==> src/rtl/ppu_sched.sv <==
// ppu_sched - sequencer for the pixel processing unit (PPU) in the VGA pipeline.
//
// Purpose:
//   * Round-robin arbitration of two byte sources (A, B) onto the PPU input
//     strobe/ack port (IDLE -> SEND -> WAIT handshake FSM).
//   * Frame timing: PPU sync pulse after reset release or a resync request,
//     horizontal/vertical position counters, frame_start pulse at wrap, and
//     frame-aligned application of a pending PPU mode.
//   * Drains PPU pixels into a small FIFO that the VGA output stage pops.
//
// Ports:
//   clk, rst              clock; synchronous active-low reset
//   resync                request a frame restart (sync pulse next cycle)
//   req_a/b, data_a/b     source byte requests and data
//   gnt_a/b               one-cycle "byte taken" pulse (same cycle as request)
//   mode_wr, mode_req     write the pending PPU mode
//   ppu_sync, ppu_mode    PPU counter reset pulse, active PPU mode
//   ppu_data_i, ppu_stb_i byte and strobe towards the PPU, ppu_ack_i its ack
//   ppu_data_o, ppu_stb_o pixel from the PPU, ppu_ack_o accept pulse
//   pix_data, pix_valid   FIFO head towards the VGA stage, pix_ready pops
//   frame_start           pulse in the cycle the position wraps to a new frame
//   underrun_cnt          pops attempted on an empty FIFO (statistics build)
//
// Configuration macro:
//   PPU_SCHED_STATS_EN    when defined, builds the saturating underrun counter;
//                         otherwise underrun_cnt is tied to zero.

module ppu_sched #(
    parameter int FIFO_DEPTH = 4,
    parameter int LINE       = 799,
    parameter int SCREEN     = 524
) (
    input  logic        clk,
    input  logic        rst,
    input  logic        resync,
    input  logic        req_a,
    input  logic        req_b,
    input  logic [7:0]  data_a,
    input  logic [7:0]  data_b,
    output logic        gnt_a,
    output logic        gnt_b,
    input  logic        mode_wr,
    input  logic [2:0]  mode_req,
    output logic        ppu_sync,
    output logic [2:0]  ppu_mode,
    output logic [7:0]  ppu_data_i,
    output logic        ppu_stb_i,
    input  logic        ppu_ack_i,
    input  logic [7:0]  ppu_data_o,
    input  logic        ppu_stb_o,
    output logic        ppu_ack_o,
    output logic [7:0]  pix_data,
    output logic        pix_valid,
    input  logic        pix_ready,
    output logic        frame_start,
    output logic [15:0] underrun_cnt
);

    localparam int PW = $clog2(FIFO_DEPTH);
    localparam int LW = PW + 1;
    localparam int XW = $clog2(LINE + 1);
    localparam int YW = $clog2(SCREEN + 1);
    localparam logic [XW-1:0] X_LAST = XW'(LINE);
    localparam logic [YW-1:0] Y_LAST = YW'(SCREEN);
    localparam logic [LW-1:0] LVL_FULL = LW'(FIFO_DEPTH);

    typedef enum logic [1:0] {
        ST_IDLE = 2'd0,
        ST_SEND = 2'd1,
        ST_WAIT = 2'd2
    } arb_state_t;

    // ------------------------------------------------------------------
    // Input arbiter
    // ------------------------------------------------------------------
    arb_state_t  state_q;
    logic        last_b_q;       // 1 when B was granted last (A then has priority)
    logic [7:0]  ppu_data_i_q;
    logic        ppu_stb_i_q;
    logic        pick_a_s;
    logic        pick_b_s;

    // Round-robin pick; the grant is a same-cycle pulse so that the next
    // grant can follow the PPU ack without an extra idle cycle.
    always_comb begin
        pick_a_s = 1'b0;
        pick_b_s = 1'b0;
        if (rst && (state_q == ST_IDLE)) begin
            if (req_a && (!req_b || last_b_q)) begin
                pick_a_s = 1'b1;
            end else if (req_b) begin
                pick_b_s = 1'b1;
            end else begin
                pick_a_s = 1'b0;
                pick_b_s = 1'b0;
            end
        end else begin
            pick_a_s = 1'b0;
            pick_b_s = 1'b0;
        end
    end

    // Arbiter FSM with registered strobe and data towards the PPU.
    always_ff @(posedge clk) begin
        if (!rst) begin
            state_q      <= ST_IDLE;
            last_b_q     <= 1'b1;
            ppu_data_i_q <= 8'd0;
            ppu_stb_i_q  <= 1'b0;
        end else begin
            case (state_q)
                ST_IDLE: begin
                    if (pick_a_s || pick_b_s) begin
                        ppu_data_i_q <= pick_a_s ? data_a : data_b;
                        last_b_q     <= pick_b_s;
                        ppu_stb_i_q  <= 1'b1;   // strobe is high during SEND
                        state_q      <= ST_SEND;
                    end else begin
                        ppu_stb_i_q  <= 1'b0;
                    end
                end
                ST_SEND: begin
                    ppu_stb_i_q <= 1'b0;
                    state_q     <= ST_WAIT;
                end
                ST_WAIT: begin
                    ppu_stb_i_q <= 1'b0;
                    if (ppu_ack_i) begin
                        state_q <= ST_IDLE;
                    end
                end
                default: begin
                    ppu_stb_i_q <= 1'b0;
                    state_q     <= ST_IDLE;
                end
            endcase
        end
    end

    assign gnt_a      = pick_a_s;
    assign gnt_b      = pick_b_s;
    assign ppu_data_i = ppu_data_i_q;
    assign ppu_stb_i  = ppu_stb_i_q;

    // ------------------------------------------------------------------
    // Frame timing and mode
    // ------------------------------------------------------------------
    logic          arm_q;        // set while in reset: forces the first sync pulse
    logic          sync_q, sync_d;
    logic [XW-1:0] sx_q, sx_d;
    logic [YW-1:0] sy_q, sy_d;
    logic          fs_q, fs_d;
    logic [2:0]    mode_q, mode_d;
    logic [2:0]    pend_q, pend_d;
    logic          pflag_q, pflag_d;
    logic          apply_s;

    // Next-state for sync, position, frame_start and mode registers.
    always_comb begin
        sync_d = arm_q | resync;
        if (sync_q) begin
            sx_d = {XW{1'b0}};
            sy_d = {YW{1'b0}};
        end else if (sx_q == X_LAST) begin
            sx_d = {XW{1'b0}};
            if (sy_q == Y_LAST) begin
                sy_d = {YW{1'b0}};
            end else begin
                sy_d = sy_q + YW'(1'b1);
            end
        end else begin
            sx_d = sx_q + XW'(1'b1);
            sy_d = sy_q;
        end
        // frame_start is registered: it is high exactly while the position is the last pixel
        fs_d = (sx_d == X_LAST) && (sy_d == Y_LAST);

        // The pending value (start-of-cycle) is applied at the end of a frame_start/sync cycle;
        // a write in that same cycle becomes the new pending value.
        apply_s = (fs_q | sync_q) & pflag_q;
        mode_d  = apply_s ? pend_q : mode_q;
        if (mode_wr) begin
            pend_d  = mode_req;
            pflag_d = 1'b1;
        end else if (apply_s) begin
            pend_d  = pend_q;
            pflag_d = 1'b0;
        end else begin
            pend_d  = pend_q;
            pflag_d = pflag_q;
        end
    end

    // Timing and mode registers.
    always_ff @(posedge clk) begin
        if (!rst) begin
            arm_q   <= 1'b1;
            sync_q  <= 1'b0;
            sx_q    <= {XW{1'b0}};
            sy_q    <= {YW{1'b0}};
            fs_q    <= 1'b0;
            mode_q  <= 3'd0;
            pend_q  <= 3'd0;
            pflag_q <= 1'b0;
        end else begin
            arm_q   <= 1'b0;
            sync_q  <= sync_d;
            sx_q    <= sx_d;
            sy_q    <= sy_d;
            fs_q    <= fs_d;
            mode_q  <= mode_d;
            pend_q  <= pend_d;
            pflag_q <= pflag_d;
        end
    end

    assign ppu_sync    = sync_q;
    assign frame_start = fs_q;
    assign ppu_mode    = mode_q;

    // ------------------------------------------------------------------
    // Pixel FIFO
    // ------------------------------------------------------------------
    logic [7:0]    mem_q [FIFO_DEPTH];
    logic [PW-1:0] wr_ptr_q, wr_ptr_d;
    logic [PW-1:0] rd_ptr_q, rd_ptr_d;
    logic [LW-1:0] level_q, level_d;
    logic          ack_o_q;
    logic          push_s;
    logic          pop_s;

    // Push/pop decisions; the full check uses the start-of-cycle level, so a
    // pop never makes room for a push in the same cycle. A push is never taken
    // while the previous accept is still being signalled, so one held pixel is
    // written exactly once.
    always_comb begin
        push_s   = ppu_stb_o & ~ack_o_q & (level_q < LVL_FULL);
        pop_s    = (level_q != {LW{1'b0}}) & pix_ready;
        level_d  = level_q + LW'(push_s) - LW'(pop_s);
        wr_ptr_d = push_s ? (wr_ptr_q + PW'(1'b1)) : wr_ptr_q;
        rd_ptr_d = pop_s  ? (rd_ptr_q + PW'(1'b1)) : rd_ptr_q;
    end

    // FIFO control registers and accept pulse.
    always_ff @(posedge clk) begin
        if (!rst) begin
            wr_ptr_q <= {PW{1'b0}};
            rd_ptr_q <= {PW{1'b0}};
            level_q  <= {LW{1'b0}};
            ack_o_q  <= 1'b0;
        end else begin
            wr_ptr_q <= wr_ptr_d;
            rd_ptr_q <= rd_ptr_d;
            level_q  <= level_d;
            ack_o_q  <= push_s;
        end
    end

    // FIFO storage; contents are don't-care while the level says empty.
    always_ff @(posedge clk) begin
        if (push_s) begin
            mem_q[wr_ptr_q] <= ppu_data_o;
        end
    end

    assign ppu_ack_o = ack_o_q;
    assign pix_valid = (level_q != {LW{1'b0}});
    assign pix_data  = mem_q[rd_ptr_q];

    // ------------------------------------------------------------------
    // Statistics
    // ------------------------------------------------------------------
`ifdef PPU_SCHED_STATS_EN
    logic [15:0] under_q, under_d;

    // Saturating count of pop attempts on an empty FIFO; cleared by sync.
    always_comb begin
        if (sync_q) begin
            under_d = 16'd0;
        end else if (pix_ready && (level_q == {LW{1'b0}}) && (under_q != 16'hFFFF)) begin
            under_d = under_q + 16'd1;
        end else begin
            under_d = under_q;
        end
    end

    // Underrun counter register.
    always_ff @(posedge clk) begin
        if (!rst) begin
            under_q <= 16'd0;
        end else begin
            under_q <= under_d;
        end
    end

    assign underrun_cnt = under_q;
`else
    assign underrun_cnt = 16'd0;
`endif

endmodule

==> config.mk <==
export PLATFORM = sky130hd
export DESIGN_NAME = ppu_sched
export DESIGN_NICKNAME = d
export VERILOG_FILES = /design/src/rtl/ppu_sched.sv
export SDC_FILE = /design/constraint.sdc
export NUM_CORES = 1
export LEC_CHECK = 0
export ABC_CLOCK_PERIOD_IN_PS = 4100
export CAP_MARGIN = 20
export CORE_ASPECT_RATIO = 0.8
export CORE_MARGIN = 2
export CORE_UTILIZATION = 53
export CTS_BUF_LIST = sky130_fd_sc_hd__clkbuf_16
export CTS_CLUSTER_DIAMETER = 40
export DETAILED_ROUTE_END_ITERATION = 10
export PLACE_DENSITY_LB_ADDON = 0.25
export SYNTH_ARGS = -nofsm -noshare
export SYNTH_HDL_FRONTEND = slang
export SYNTH_SLANG_ARGS = --single-unit
==> constraint.sdc <==
create_clock -name clk -period 4.1 [get_ports clk]
set_input_delay 1.23 -clock clk [delete_from_list [all_inputs] [get_ports clk]]
set_output_delay 1.23 -clock clk [all_outputs]
set_load 0.02 [all_outputs]
* Yosys cells after proc, flatten, opt, wreduce, memory -nomap -nowiden
Memories as Yosys holds them, arrays and structs flattened. A register that Yosys moved wholly into a read port is not among the register bits.
Index checks and enable logic that the tools add are counted.
W data, S select, Z words.
** Word-level totals
- Flip-flop bits (word level) :: 50
- Latch bits :: 0
- Memory bits (writable) :: 32
- ROM bits :: 0
- Bits of input ports :: 36
- Output and inout bits :: 42
- Logic and storage cells :: 73
- Memories :: 1
** Memories
- mem_q :: depth 4, bits a word 8, read ports 1, clocked after Yosys merged registers in 1, write ports 1, line 224 : logic [7:0] mem_q [FIFO_DEPTH];
** Operators by class
- $add $sub $neg :: 6
- $mul :: 0
- Divide/modulo/power cells :: 0
- $lt $le $gt $ge :: 1
- Equality and inequality tests :: 8
- Shift operators :: 0
- Multiplexer cells :: 22
- Bitwise gates (word level) :: 7
- Reductions and logical operators :: 12
** Operators with widths (count)
- $mux W10 :: 5
- $eq A10 B10 Y1 const B :: 4
- $add A10 B1 Y10 const B :: 2
- $mux W1 :: 11
- $mux W2 :: 4
- $mux W8 :: 1
- $pmux W2 S3 :: 1
- $reduce_and A2 Y1 :: 3
- $add A2 B1 Y2 const B :: 2
- $and A1 B1 Y1 :: 4
- $add A3 B1 Y3 :: 1
- $logic_and A1 B1 Y1 :: 3
- $lt A3 B3 Y1 const B :: 1
- $reduce_bool A3 Y1 :: 1
- $sub A3 B1 Y3 :: 1
- $eq A2 B1 Y1 const B :: 1
- $eq A2 B2 Y1 const B :: 1
- $logic_not A2 Y1 :: 1
- $logic_or A1 B1 Y1 :: 2
- $ne A2 B1 Y1 const B :: 1
- $ne A2 B2 Y1 const B :: 1
- $or A1 B1 Y1 :: 2
- $reduce_bool A2 Y1 :: 1
- $logic_not A1 Y1 :: 1
- $not A1 Y1 :: 1

* Depth between registers and ports, before layout
- Word-level depth :: 8
- Depth in mapped cells :: 9
- Mapped depth without buffers :: 9

* Least setup slack after synthesis
OpenSTA, ideal clock, no wires.
- Kind :: input port to output port
- Start point :: in req_b
- End point :: out gnt_a
- Arrival time :: 2138 ps
- Required time :: 2870 ps
- Path slack :: 732 ps
- Stages :: 3
- Buffers on the path :: 0
- Path through :: inv_1 > o2111ai_1 > clkinv_1
** Between the ends
- Cells in the longest elaborated chain, start to end :: 5
** Ends and longest elaborated chain
- start: declaration :: line 37 : input logic req_b,
- $logic_not A1 Y1 :: line 89 : if (req_a && (!req_b || last_b_q)) begin
- $logic_or A1 B1 Y1 :: line 89
- $logic_and A1 B1 Y1 :: line 89
- $mux W1 :: line 89
- $mux W1 :: line 88 : if (rst && (state_q == ST_IDLE)) begin
- end: declaration :: line 40 : output logic gnt_a,
Every way passes these cells.

* Worst setup path after layout
Same ends and word-level chain as after synthesis.

==> out/summary.txt <==
final-report hold violation count = 0
post-route minimum period = 4.03 ns
run status = finished clean
Worst Hold Path EP = ppu_sync
placeable core region = 6790 um2
Maximum Capacitance Violations = 0
parity-gate share of the synthesized area counting xor and xnor cells = 3.83%
maximum vdd ir drop = 0.000273 V
Post-Synthesis Mean Instance Area = 11.1 um2
flip-flop cell with the highest count after synthesis = dfxtp_1
endpoint arrival time on the critical path = 2.80 ns
clock latency reported for the late side of the worst-skew pair = 0.33 ns
post-cts repair resize count = 0
DRC violation count after routing = 0
NumNets Final = 440
ANT cells = 0
worst hold-check path type = flop to flop
initial antenna violation count = 0
number of DRC markers after the initial detailed-route iteration = 73
clock-pin transition on the worst setup and hold timing paths = 0.06 ns
worst endpoint required time = 2.87 ns
die boundary height = 78.3 um
final setup vio count = 0
arithmetic-cell share of the synthesized area counting full adders, half adders and majority gates = 3.63%
summed instance area of the synthesized netlist = 3660 um2
share of the cycle needed by the critical path after routing = 98.3%
root buffer selected by CTS = clkbuf_16
end of the worst register-to-register path = level_q[2]
Synth Area in Compound Gates = 6.60%
global routing usage summed across all routing layers = 20.4%
ys async rst share = 0%
via count of the first global-routing pass = 2525
die extent in x = 96.9 um
area added between synthesis and finish = 26.3%
leakage power = 0.00176 uW
setup TNS = 0 ns
Antenna Violating Nets Remaining = 0
dpl hpwl = 5250 um
register-to-register setup slack = 1.74 ns
multiplexer fraction of the synthesized cell area = 7.39%
fraction of layout instances using a drive strength above 1 = 8.52%
Slew Limit Headroom = 55.4%
actual transition at the worst max-transition pin = 0.662 ns
total via count in the routed design = 2639
filler-free cell count of the finished design = 486
total iterations of the first detailed-routing run = 6
post-synthesis cell type with the largest combined area = dfxtp_1
wire length of the first global-routing pass = 12200 um
worst r2r path cells = 9
biggest area contributors in the synthesized netlist = dfxtp_1 (28%), edfxtp_1 (26%), mux4_2 (4.9%)
initial core utilization = 53.9%
total wire length after detailed routing = 7490 um
maximum buffer depth of the clock tree = 2
Worst Slack Setup Final = 0.0703 ns
largest family of logic cells by synthesized area = simple AND/OR/NAND/NOR gates
Setup Crit Path Kind = input pin to output port
I/O pin count = 78
remaining global-route overflow = 0
kind of end point of the critical path = output port
kind of start point of the critical path = input pin
setup repair after global routing missed its margin = no
cell repeated most along the worst path = clkdlybuf4s50_1
proportion of synthesized chip area in sequential cells = 54.7%
pre-CTS worst setup slack = 0.0896 ns
highest fanout seen on the critical path = 4
Post-synth EDFFs = 32
highest-delay cell along the critical path = clkdlybuf4s50_1
Clock Skew = 0.00667 ns
number of placed cells counting well taps = 470
Core Rows = 27
post-synthesis cell type count = 47
RD Place Congestion = 0.819
largest net degree at the start of global routing = 27
cell count of the worst hold path = 2
quantity of I/O buffers inserted on ports = 61
count of state elements after synthesis = 84
worst-path cell chain = clkdlybuf4s50_1 > inv_1 > o2111ai_1 > clkinv_1 > clkdlybuf4s50_1
# clock sinks = 84
startpoint of the lowest-slack hold path = arm_q
number of warnings printed during yosys synthesis = 0
average routed wire per standard cell = 15.4 um
number of standard cells after synthesis = 329
total count of max-transition violations in the final report = 0
power density relative to cell area = 500 nW/um2
die area = 7590 um2
number of buffers added to fix hold violations after cts = 0
worst reg2reg startpoint = level_q[1]
Synth top area share = 28.5%
Vias per Instance = 5.43
depth of the CTS H-tree = 3
TritonCTS clock tree = yes
setup repair bufs after CTS = 0
filler cell count = 487
maximum cell stage delay along the critical path = 0.56 ns
TritonCTS buffer count = 9
highest achievable clock rate = 0.248 GHz
simple logic cell fraction of the synthesized area = 18.0%
logic make-up after synthesis:
| group | after synthesis |
|---|---|
| other cells | 1 |
| xor+xnor | 16 |
| compound gates | 35 |
| mux | 17 |
| flops | 84 |
| simple gates | 127 |
| fa+ha+maj | 10 |
| buf+inv | 39 |
state kept, by name, indices dropped and copies added, names as in the netlist, 3 cells and up, named ones only:
| signal | count |
|---|---|
| mem_q | 32 |
| sx_q | 10 |
| ppu_mode | 3 |
| sy_q | 10 |
| ppu_data_i | 8 |
| level_q | 3 |
| pend_q | 3 |
synthesized netlist by cell type, types with 3 or more instances:
library cell  number
dfxtp_1           52
nor2_1            47
edfxtp_1          32
nand2_1           31
buf_4             16
a21oi_1           10
a311oi_1           9
ha_1               9
inv_1              9
mux2i_1            9
and2_1             8
mux4_2             8
xnor2_1            8
xor2_1             8
clkbuf_1           7
and3_1             6
o21ai_0            5
nand4_1            4
or3_1              4
buf_1              3
nand2b_1           3
nand3_1            3
nand3b_1           3
nor3_1             3
nor4_1             3
o211a_1            3
report_power, final:
group | leakage, uW | internal [uW] | switching, uW
clock | 0.000159 | 526 | 309
combinational | 0.000887 | 248 | 226
sequential | 0.000717 | 943 | 60.4
total | 0.00176 | 1720 | 595
metrics by stage:
step                hold WS (ns)  utilization, %  area, um2  total power, uW
floorplan                  0.411               -       3710             1310
finish                     0.438            68.1       4620             2310
global placement           0.420            63.5       4310             1480
global route               0.481            68.1       4620             2410
CTS                        0.442            68.1       4620             2340
detailed placement         0.426            63.5       4310             1500
how the worst max path moves through the flow:
stage / slack, ns / endpoint / cells after the start / startpoint
6_report: 0.07 / gnt_a / 5 / req_b
4_1_cts: 0.08 / gnt_a / 5 / req_b
3_5_place_dp: 0.09 / gnt_a / 5 / req_b
5_1_grt: 0.004 / gnt_a / 5 / req_b
2_1_floorplan: 0.73 / gnt_a / 3 / req_b
3_3_place_gp: 0.11 / gnt_a / 5 / req_b
critical path, delay by kind of cell:
kind | cells | cell delay (ns)
buf+inv | 4 | 1.32
compound gates | 1 | 0.26
area by class of cell:
class	instances	area, um2	area share, %
Multi-Input combinational cell	221	1500	32.5
Timing Repair Buffer	67	656	14.2
Sequential cell	84	2000	43.3
Inverter	11	41.3	0.893
Clock buffer	9	225	4.87
Clock inverter	7	85.1	1.84
Tap cell	87	109	2.36
per-layer routing:
layer,share of wire [%],track usage (%),vias to the layer above
li1,-,-,1271
met1,44,25.5,1280
met2,49,33.3,86
met3,6.2,7.30,2
met4,0.16,6.76,0
met5,0,0,-
layout by cell type, fill, tap and decap left out, drive strengths merged, types with 3 or more instances in the layout:
cell type	synthesis	routed
nor4	3	3
inv	9	11
clkdlybuf4s50	0	61
a311oi	9	9
mux2i	9	9
o21ai	6	6
dfxtp	52	52
conb	1	16
clkbuf	7	9
nand3	4	4
xnor2	8	8
nand4	5	5
edfxtp	32	32
clkinv	2	5
nand2	31	31
buf	21	6
ha	9	9
xor2	8	8
and3	8	8
nor2	47	47
mux4	8	8
nor3	4	4
o211a	3	3
or3	4	4
a21oi	10	10
nand2b	3	3
nand3b	3	3
and2	8	8
Power figures use the tool's default switching activity.
